==> src/rtl/pipe_hazard_unit.sv <==
// pipe_hazard_unit
//   Hazard and forwarding controller for the RV32I pipeline. A DEPTH-entry
//   scoreboard shadows the post-ID pipeline registers (stage 1 = EX ...
//   stage DEPTH = WB). From it and the instruction in ID the unit produces
//   operand forwarding selects, load-use stalls with bubble insertion,
//   branch/jump flushes and a global freeze while either cache is not ready.
//   Two saturating counters record load-use stall cycles and flush events.
//
// Ports
//   clk, rst                 clock, asynchronous active-low reset
//   id_valid                 ID holds a real instruction
//   id_rs1/id_rs2            ID source register indices
//   id_uses_rs1/id_uses_rs2  ID actually reads the source
//   id_rd/id_we/id_is_load   ID destination, write enable, load flag
//   ex_br_taken              EX redirects the PC
//   imem_ready/dmem_ready    cache readiness (either low -> freeze)
//   perf_clr                 synchronous clear of both counters
//   freeze                   hold all pipeline registers and the PC
//   stall_if/stall_id        hold PC / IF-ID register
//   flush_if_id/flush_id_ex  turn the register into a bubble
//   fwd_a_sel/fwd_b_sel      0 = regfile, k = stage k result
//   stall_count/flush_count  saturating event counters
module pipe_hazard_unit #(
  parameter int DEPTH      = 3,
  parameter int REG_W      = 5,
  parameter bit WRITE_THRU = 1'b1,
  parameter int CNT_W      = 16,
  localparam int SEL_W     = $clog2(DEPTH + 1)
) (
  input  logic             clk,
  input  logic             rst,
  input  logic             id_valid,
  input  logic [REG_W-1:0] id_rs1,
  input  logic [REG_W-1:0] id_rs2,
  input  logic             id_uses_rs1,
  input  logic             id_uses_rs2,
  input  logic [REG_W-1:0] id_rd,
  input  logic             id_we,
  input  logic             id_is_load,
  input  logic             ex_br_taken,
  input  logic             imem_ready,
  input  logic             dmem_ready,
  input  logic             perf_clr,
  output logic             freeze,
  output logic             stall_if,
  output logic             stall_id,
  output logic             flush_if_id,
  output logic             flush_id_ex,
  output logic [SEL_W-1:0] fwd_a_sel,
  output logic [SEL_W-1:0] fwd_b_sel,
  output logic [CNT_W-1:0] stall_count,
  output logic [CNT_W-1:0] flush_count
);

  typedef enum logic [1:0] {
    ACT_SHIFT,
    ACT_STALL,
    ACT_FLUSH,
    ACT_FREEZE
  } action_e;

  logic [DEPTH:1]   sb_valid;
  logic [DEPTH:1]   sb_we;
  logic [DEPTH:1]   sb_ld;
  logic [REG_W-1:0] sb_rd [1:DEPTH];

  logic [DEPTH:1]   match_a;
  logic [DEPTH:1]   match_b;
  logic             load_use;
  logic             cache_wait;
  action_e          act;

  // Per-stage source matches; x0 is never a producer.
  always_comb begin
    match_a = '0;
    match_b = '0;
    for (int unsigned k = 1; k <= DEPTH; k++) begin
      match_a[k] = sb_valid[k] && sb_we[k] && (sb_rd[k] != '0) &&
                   id_valid && id_uses_rs1 && (sb_rd[k] == id_rs1);
      match_b[k] = sb_valid[k] && sb_we[k] && (sb_rd[k] != '0) &&
                   id_valid && id_uses_rs2 && (sb_rd[k] == id_rs2);
    end
  end

  // Scan oldest to youngest so the youngest matching producer is left in
  // the select. A WB-only match reads the regfile when it writes through.
  always_comb begin
    fwd_a_sel = '0;
    fwd_b_sel = '0;
    for (int unsigned k = DEPTH; k >= 1; k--) begin
      if (match_a[k]) fwd_a_sel = SEL_W'(k);
      if (match_b[k]) fwd_b_sel = SEL_W'(k);
    end
    if (WRITE_THRU && (fwd_a_sel == SEL_W'(DEPTH))) fwd_a_sel = '0;
    if (WRITE_THRU && (fwd_b_sel == SEL_W'(DEPTH))) fwd_b_sel = '0;
  end

  assign load_use   = (match_a[1] || match_b[1]) && sb_ld[1];
  assign cache_wait = !imem_ready || !dmem_ready;

  always_comb begin
    act = ACT_SHIFT;
    if (cache_wait)       act = ACT_FREEZE;
    else if (ex_br_taken) act = ACT_FLUSH;
    else if (load_use)    act = ACT_STALL;
  end

  // Control outputs are held low while reset is asserted so that a reset
  // arriving mid-operation never emits a flush or stall pulse.
  always_comb begin
    freeze      = cache_wait;
    stall_if    = 1'b0;
    stall_id    = 1'b0;
    flush_if_id = 1'b0;
    flush_id_ex = 1'b0;
    if (rst) begin
      unique case (act)
        ACT_FREEZE: begin
          stall_if = 1'b1;
          stall_id = 1'b1;
        end
        ACT_FLUSH: begin
          flush_if_id = 1'b1;
          flush_id_ex = 1'b1;
        end
        ACT_STALL: begin
          stall_if    = 1'b1;
          stall_id    = 1'b1;
          flush_id_ex = 1'b1;
        end
        ACT_SHIFT: ;
      endcase
    end
  end

  always_ff @(posedge clk or negedge rst) begin
    if (!rst) begin
      sb_valid <= '0;
      sb_we    <= '0;
      sb_ld    <= '0;
      for (int unsigned k = 1; k <= DEPTH; k++) sb_rd[k] <= '0;
    end else if (act != ACT_FREEZE) begin
      for (int unsigned k = DEPTH; k >= 2; k--) begin
        sb_valid[k] <= sb_valid[k-1];
        sb_we[k]    <= sb_we[k-1];
        sb_ld[k]    <= sb_ld[k-1];
        sb_rd[k]    <= sb_rd[k-1];
      end
      sb_valid[1] <= (act == ACT_SHIFT) && id_valid;
      sb_we[1]    <= (act == ACT_SHIFT) && id_we;
      sb_ld[1]    <= (act == ACT_SHIFT) && id_is_load;
      sb_rd[1]    <= (act == ACT_SHIFT) ? id_rd : '0;
    end
  end

  always_ff @(posedge clk or negedge rst) begin
    if (!rst) begin
      stall_count <= '0;
      flush_count <= '0;
    end else begin
      if (perf_clr)
        stall_count <= '0;
      else if ((act == ACT_STALL) && (stall_count != '1))
        stall_count <= stall_count + CNT_W'(1);

      if (perf_clr)
        flush_count <= '0;
      else if ((act == ACT_FLUSH) && (flush_count != '1))
        flush_count <= flush_count + CNT_W'(1);
    end
  end

endmodule

==> config.mk <==
export PLATFORM = sky130hd
export DESIGN_NAME = pipe_hazard_unit
export DESIGN_NICKNAME = d
export VERILOG_FILES = /design/src/rtl/pipe_hazard_unit.sv
export SDC_FILE = /design/constraint.sdc
export NUM_CORES = 1
export LEC_CHECK = 0
export ABC_CLOCK_PERIOD_IN_PS = 4800
export BUFFER_PORTS_ARGS = -buffer_cell sky130_fd_sc_hd__buf_4
export CORE_ASPECT_RATIO = 1.1
export CORE_UTILIZATION = 45
export CTS_BUF_LIST = sky130_fd_sc_hd__clkbuf_16
export DETAILED_ROUTE_END_ITERATION = 10
export PLACE_DENSITY = 0.7
export SYNTH_ARGS = -nofsm -noshare
export SYNTH_HDL_FRONTEND = slang
export SYNTH_SLANG_ARGS = --single-unit
==> constraint.sdc <==
create_clock -name clk -period 4.8 [get_ports clk]
set_clock_uncertainty 0.2 [all_clocks]
set_input_delay 0.48 -clock clk [delete_from_list [all_inputs] [get_ports clk]]
set_output_delay 0.48 -clock clk [all_outputs]
set_load 0.01 [all_outputs]
==> results.py, run 1 <==
metrics = {
    "job": {
        "cap_violations": 0,
    },
    "timing": {
        "hold_violations": 0,
        "tightest_slew_ns": 0.778,
        "max_freq_ghz": 0.297,
        "setup_viol": 0,
        "rsz0062_at_grt": "no",
        "slew_headroom": 0.480,
        "maxSlewViolCount": 0,
        "min_period_ns": 3.37,
        "period_share": 0.702,
        "setup_tns_ns": 0,
    },
    "die": {
        "initial_core_util": 0.468,
        "die_w_um": 73.2,
        "rows": 28,
        "io-pin-count": 67,
        "die_h_um": 80.3,
        "die-area_um2": 5870,
        "core_um2": 5360,
    },
    "final_layout": {
        "area_growth_pct": 27.9,
        "nFillCells": 501,
        "drive_gt1_frac": 0.267,
        "fin_nets": 345,
        "diodes": 0,
        "multi_input_area_um2": 1270,
        "seqCellArea_um2": 1180,
        "utilization": 0.598,
    },
    "grt": {
        "grt_pass1_vias": 1955,
        "grt_pass1_wl_mm": 8.98,
        "grt_max_degree": 49,
        "antenna_found_initial": 0,
        "grt_overflow_total": 0,
        "grt_use_total": 0.198,
    },
    "worst_setup_path": {
        "critPathSlowestCell": "a211oi_4",
        "r2r_end": "stall_count[15]",
        "cp.required_ns": 4.12,
        "end_kind": "output pin",
        "cp_max_fo": 18,
        "max_stage_delay_ns": 0.73,
        "critical_path_arrival_ns": 2.69,
        "r2r_cells": 7,
        "critical_path.startpoint_type": "flop",
        "reg2reg_slack_ns": 1.91,
        "criticalPathCategory": "reg -> out",
        "cp_cell_sequence": "xor2_1 > nor4_1 > nand3_1 > a211oi_4 > a21oi_1 > nor2_1 > buf_4",
        "rr_startpoint": "sb_rd[11]",
    },
    "route": {
        "drtIter0Drc": 63,
        "drt_first_pass_iters": 4,
        "wl_per_cell_um": 13.9,
        "drt_wl_total_mm": 5.45,
        "via_per_inst": 5.27,
        "vias": 2071,
        "drt.antenna.violating_nets": 0,
        "remaining_drc_errors": 0,
    },
    "synth": {
        "synth_fa_ha_area_frac": 0.00999,
        "synth_edf_count": 0,
        "syn_nets": 280,
        "ys_ff_latch": 47,
        "synth_compound_area_frac": 0.0669,
        "ys_types": 35,
        "syn_area_per_cell_um2": 9.95,
        "post_synth_mux_area_share": 0.0399,
        "postSynth.asyncResetShare": 1.00,
        "synth-simple-area-share": 0.237,
        "synth_top_family_by_area": "simple AND/OR/NAND/NOR gates",
        "synth_area_um2": 2510,
        "yosysWarnings": 0,
        "ys_seq_area_frac": 0.469,
        "synthXorXnorAreaFrac": 0.154,
        "ys.flop_type": "dfrtp_1",
        "synthCells": 252,
    },
    "min_path": {
        "hold_class": "in -> async",
    },
    "power_and_ir_drop": {
        "peakVddDrop_mv": 0.131,
        "switching_share": 0.243,
        "power_frac_seq": 0.502,
        "p_per_area_nw_per_um2": 270,
        "p_sw_mw": 0.211,
        "clockPowerShare": 0.388,
        "p_comb_frac": 0.110,
        "internal_power_mw": 0.655,
        "leakagePower_nw": 1.52,
    },
    "clock_tree": {
        "cts_sinks": 47,
        "cts_setup_buffers": 0,
        "clk_latency_ns": 0.28,
        "ctsHoldBuffers": 0,
        "cts_buffers": 5,
        "cts.htree.levels": 2,
        "ctsResizeCount": 0,
        "clkTransAtPathRegs_ns": 0.06,
        "cts-root-buf": "clkbuf_16",
        "cts_tree": "built",
        "clockBufferDepth": 2,
    },
    "place": {
        "gp_congestion": 0.776,
        "dpl.hpwl_mm": 3.94,
        "io_buffer_count": 66,
    },
    "run_status": {
        "status": "finished, final reports clean",
    },
}
critical path: cells and delay by family (launching register included):
family	cells	cell delay [ns]
AOI/OAI and AO/OA	2	0.88
xor gates and xnor gates	1	0.18
buffers and inverters	1	0.16
DFF	1	0.45
and+or+nand+nor	3	0.73
synthesized netlist by cell type, drive strengths merged, types with 3 or more instances:
| cell | n | area (um2) |
|---|---|---|
| dfrtp | 47 | 1180 |
| nor2 | 39 | 146 |
| xor2 | 36 | 315 |
| nand3 | 19 | 95.1 |
| nand4 | 15 | 100 |
| a22o | 8 | 70.1 |
| and3 | 8 | 50.1 |
| mux2 | 8 | 90.1 |
| nand2 | 8 | 30.0 |
| nor3 | 8 | 45.0 |
| xnor2 | 8 | 70.1 |
| clkbuf | 6 | 22.5 |
| a21oi | 5 | 25.0 |
| nor4 | 5 | 31.3 |
| inv | 4 | 15.0 |
| and2 | 3 | 18.8 |
| buf | 3 | 20.0 |
| nor2b | 3 | 18.8 |
cell usage in the layout, fill, tap and decap left out:
cell type,Yosys,final
a22oi_1,1,1
mux2_2,7,7
a211oi_4,1,1
o21ai_0,2,2
nand3_1,19,19
clkinvlp_4,0,2
and3_1,8,8
a21oi_1,5,5
xnor2_1,8,8
clkinv_2,0,1
mux2i_1,1,1
ha_1,2,2
nor2_1,39,39
mux2_1,1,1
clkbuf_16,0,5
nand4_2,1,1
o21a_1,1,1
a22o_1,8,8
o2111ai_1,2,2
or2_1,1,1
buf_4,2,67
or3_1,2,2
xor2_1,36,36
and4_1,2,2
nor3_1,7,7
and2_1,3,3
nand2_1,8,8
nor2b_1,3,3
nand4_1,14,14
nor3_2,1,1
inv_1,4,4
or4_1,2,2
nor3b_1,1,1
nor4_1,5,5
o21ba_1,1,1
dfrtp_1,47,47
registers in the layout (all words and copies together) (netlist names):
name and cells:
flush_count 16, sb_valid 2, sb_ld 1, sb_we 2, sb_rd 10, stall_count 16
final cells by class:
| class | count | area share |
|---|---|---|
| Sequential cell | 47 | 0.367 |
| Clock buffer | 5 | 0.0390 |
| Clock inverter | 3 | 0.00625 |
| Inverter | 4 | 0.00468 |
| Timing Repair Buffer | 67 | 0.157 |
| Multi-Input combinational cell | 192 | 0.397 |
| Tap cell | 75 | 0.0293 |
power groups by stage:
stage	sequential [mW]	clock, mW	combinational (mW)
2_1_floorplan	0.436	0	0.0563
3_5_place_dp	0.442	0	0.0969
4_1_cts	0.434	0.348	0.0975
3_3_place_gp	0.442	0	0.0940
5_1_grt	0.437	0.362	0.106
6_report	0.434	0.336	0.0955
per-layer routing:
layer	vias up	wire length (um)	GRT usage
met5	-	0	0
met4	0	19	0.0529
met3	2	314	0.0477
met2	47	2450	0.307
met1	1009	2660	0.276
li1	1013	-	-
worst max path at each step:
stage / startpoint / endpoint / slack [ns] / cells past startpoint
finish: sb_rd[11] / stall_id / 1.43 / 7
global route: sb_rd[14] / stall_id / 1.20 / 7
CTS: sb_rd[11] / stall_id / 1.43 / 7
detailed placement: id_rs2[1] / stall_id / 1.63 / 8
global placement: id_rs2[1] / stall_id / 1.66 / 8
floorplan: id_rs2[1] / stall_if / 2.01 / 8
cells by family after synthesis:
logic type / count (synthesis)
XOR/XNOR: 44
adder cells (fa/ha/maj): 2
flip-flops: 47
AND/OR/NAND/NOR: 116
AO/OA/AOI/OAI: 21
buffers and inverters: 13
multiplexers: 9
per-stage QoR:
step           hold slack [ns]  power, mW  cell area, um2  instances  setup WS [ns]
2_1_floorplan          -0.0156      0.493            2510        252           2.01
3_3_place_gp             0.289      0.536            3060        385           1.66
3_5_place_dp             0.291      0.539            3060        385           1.63
4_1_cts                 0.0274      0.880            3210        393           1.43
5_1_grt                 0.0593      0.905            3210        393           1.20
6_report               0.00754      0.865            3210        393           1.43
No activity file was read; power rests on OpenSTA's default activity.
==> inputs of run 2 (changes only) <==
--- a/config.mk
+++ b/config.mk
@@ -5,13 +5,13 @@
 export SDC_FILE = /design/constraint.sdc
 export NUM_CORES = 1
 export LEC_CHECK = 0
-export ABC_CLOCK_PERIOD_IN_PS = 4800
+export ABC_CLOCK_PERIOD_IN_PS = 2900
 export BUFFER_PORTS_ARGS = -buffer_cell sky130_fd_sc_hd__buf_4
 export CORE_ASPECT_RATIO = 1.1
 export CORE_UTILIZATION = 45
 export CTS_BUF_LIST = sky130_fd_sc_hd__clkbuf_16
 export DETAILED_ROUTE_END_ITERATION = 10
-export PLACE_DENSITY = 0.7
+export PLACE_DENSITY = 0.73
 export SYNTH_ARGS = -nofsm -noshare
 export SYNTH_HDL_FRONTEND = slang
 export SYNTH_SLANG_ARGS = --single-unit
==> constraint.sdc (replaced) <==
create_clock -name clk -period 2.9 [get_ports clk]
set_clock_uncertainty 0.2 [all_clocks]
set_input_delay 0.29 -clock clk [delete_from_list [all_inputs] [get_ports clk]]
set_output_delay 0.29 -clock clk [all_outputs]
set_load 0.01 [all_outputs]
==> results.py, run 2 (synthesis gave the netlist of run 1 again) <==
metrics = {
    "run_status": {
        "status": "finished, final reports clean",
    },
    "route": {
        "drt.antenna.violating_nets": 0,
        "drt_first_pass_iters": 4,
        "remaining_drc_errors": 0,
        "met1_length_mm": 2.54,
        "wl_met3_um": 306,
        "topRoutingLayerUsed": "met4",
        "wl_per_cell_um": 14.4,
        "vias": 2158,
        "drtIter0Drc": 104,
        "via_per_inst": 5.42,
        "drt_wl_total_mm": 5.72,
        "dr_wl_met2_mm": 2.86,
    },
    "min_path": {
        "hold_class": "in -> reg",
        "min_from": "id_rd[2]",
        "min_path_cells": 2,
        "hold_path_end": "sb_rd[12]",
    },
    "timing": {
        "min_period_ns": 2.66,
        "rsz0062_at_grt": "no",
        "setup_viol": 0,
        "slew_headroom": 0.606,
        "setup_tns_ns": 0,
        "hold_violations": 0,
        "layout_setup_ws_ns": 0.242,
        "period_share": 0.916,
        "maxSlewViolCount": 0,
        "tightest_slew_ns": 0.591,
        "hold_ws_ns": 0.0269,
        "max_freq_ghz": 0.376,
    },
    "place": {
        "place_ws_ns": 0.377,
        "dpl.hpwl_mm": 4.14,
        "gp_congestion": 0.875,
        "io_buffer_count": 66,
        "placed_area_um2": 3080,
        "place_inst": 388,
    },
    "worst_setup_path": {
        "reg2reg_slack_ns": 0.39,
        "end_kind": "output pin",
        "critical_path.startpoint_type": "flop",
        "cp_max_fo": 5,
        "criticalPathCategory": "reg -> out",
        "cp.required_ns": 2.41,
        "r2r_end": "sb_valid[1]",
        "rr_startpoint": "sb_rd[13]",
        "critical_path_arrival_ns": 2.17,
        "r2r_cells": 6,
    },
    "clock_tree": {
        "clkTransAtPathRegs_ns": 0.06,
        "cts.htree.levels": 2,
        "cts_sinks": 47,
        "cts-root-buf": "clkbuf_16",
        "clockBufferDepth": 2,
        "cts_tree": "built",
        "clk_latency_ns": 0.28,
        "cts_buffers": 5,
    },
    "final_layout": {
        "nFillCells": 478,
        "area_growth_pct": 29.3,
        "largestRegisters": "flush_count (16), stall_count (16), sb_rd (10)",
        "fin_nets": 350,
        "finalInstanceArea_um2": 3240,
        "most-common-layout-cells": "71 x buf_4, 47 x dfrtp_1, 39 x nor2_1",
        "drive_gt1_frac": 0.276,
        "diodes": 0,
        "finalNonFillerCells": 398,
        "final_common_cell": "buf_4",
    },
    "power_and_ir_drop": {
        "leakagePower_nw": 1.56,
        "peakVddDrop_mv": 0.268,
        "p_per_area_nw_per_um2": 442,
    },
    "grt": {
        "grt_pass1_wl_mm": 9.27,
        "grt_max_degree": 48,
        "grt_overflow_total": 0,
        "antenna_found_initial": 0,
        "grt_pass1_vias": 2063,
        "grt_use_total": 0.205,
    },
    "die": {
        "io-pin-count": 67,
        "initial_core_util": 0.468,
        "core_um2": 5360,
        "die_h_um": 80.3,
        "die_w_um": 73.2,
        "die-area_um2": 5870,
        "rows": 28,
    },
    "job": {
        "cap_violations": 0,
    },
}
==> run 2: report_power, final <==
| part | switching (mW) | internal [mW] | leakage (nW) |
|---|---|---|---|
| logic | 0.0778 | 0.0849 | 0.840 |
| registers | 0.0355 | 0.684 | 0.643 |
| clock network | 0.234 | 0.315 | 0.0733 |
| total | 0.347 | 1.08 | 1.56 |
==> run 2: cell type report <==
cell class              instances  area, um2  area share
inverters                       4       15.0     0.00463
repair buffers                 72        543       0.168
well taps                      75       93.8      0.0290
clock buffers                   5        125      0.0386
clock inverters                 3       15.0     0.00463
multi-input cells             192       1270       0.393
flip-flops and latches         47       1180       0.363
==> run 2: worst max-delay path: stages, from the launching register on <==
cell and delay (ns):
dfrtp_1 0.45, or4_1 0.54, o2111ai_1 0.41, nor2_1 0.13, nor3_1 0.21, buf_4 0.15
==> run 2: routing by layer <==
metal	global-route usage	vias up
met5	0	-
met2	0.344	58
met4	0.0667	0
met3	0.0477	2
met1	0.257	1073
li1	-	1025
==> run 2: worst max path at each step <==
stage | startpoint | to | cells past startpoint
2_1_floorplan | sb_rd[11] | stall_if | 8
3_3_place_gp | sb_rd[13] | stall_if | 7
3_5_place_dp | sb_rd[14] | stall_count[6] | 8
4_1_cts | sb_rd[14] | stall_id | 7
5_1_grt | sb_rd[13] | fwd_a_sel[1] | 5
6_report | sb_rd[13] | fwd_b_sel[1] | 5
==> run 2: timing repair <==
item,in CTS,in global routing
hold endpoints to repair,47,0
hold buffers,1,0
resized for setup,0,0
buffers inserted,0,1
endpoints found under the setup margin,0,2
==> run 2: metrics by stage <==
| stage | power, mW | utilization |
|---|---|---|
| 3_3_place_gp | 0.889 | 0.575 |
| 5_1_grt | 1.49 | 0.605 |
| 6_report | 1.43 | 0.605 |
| 2_1_floorplan | 0.815 | - |
| 4_1_cts | 1.45 | 0.603 |
| 3_5_place_dp | 0.896 | 0.575 |
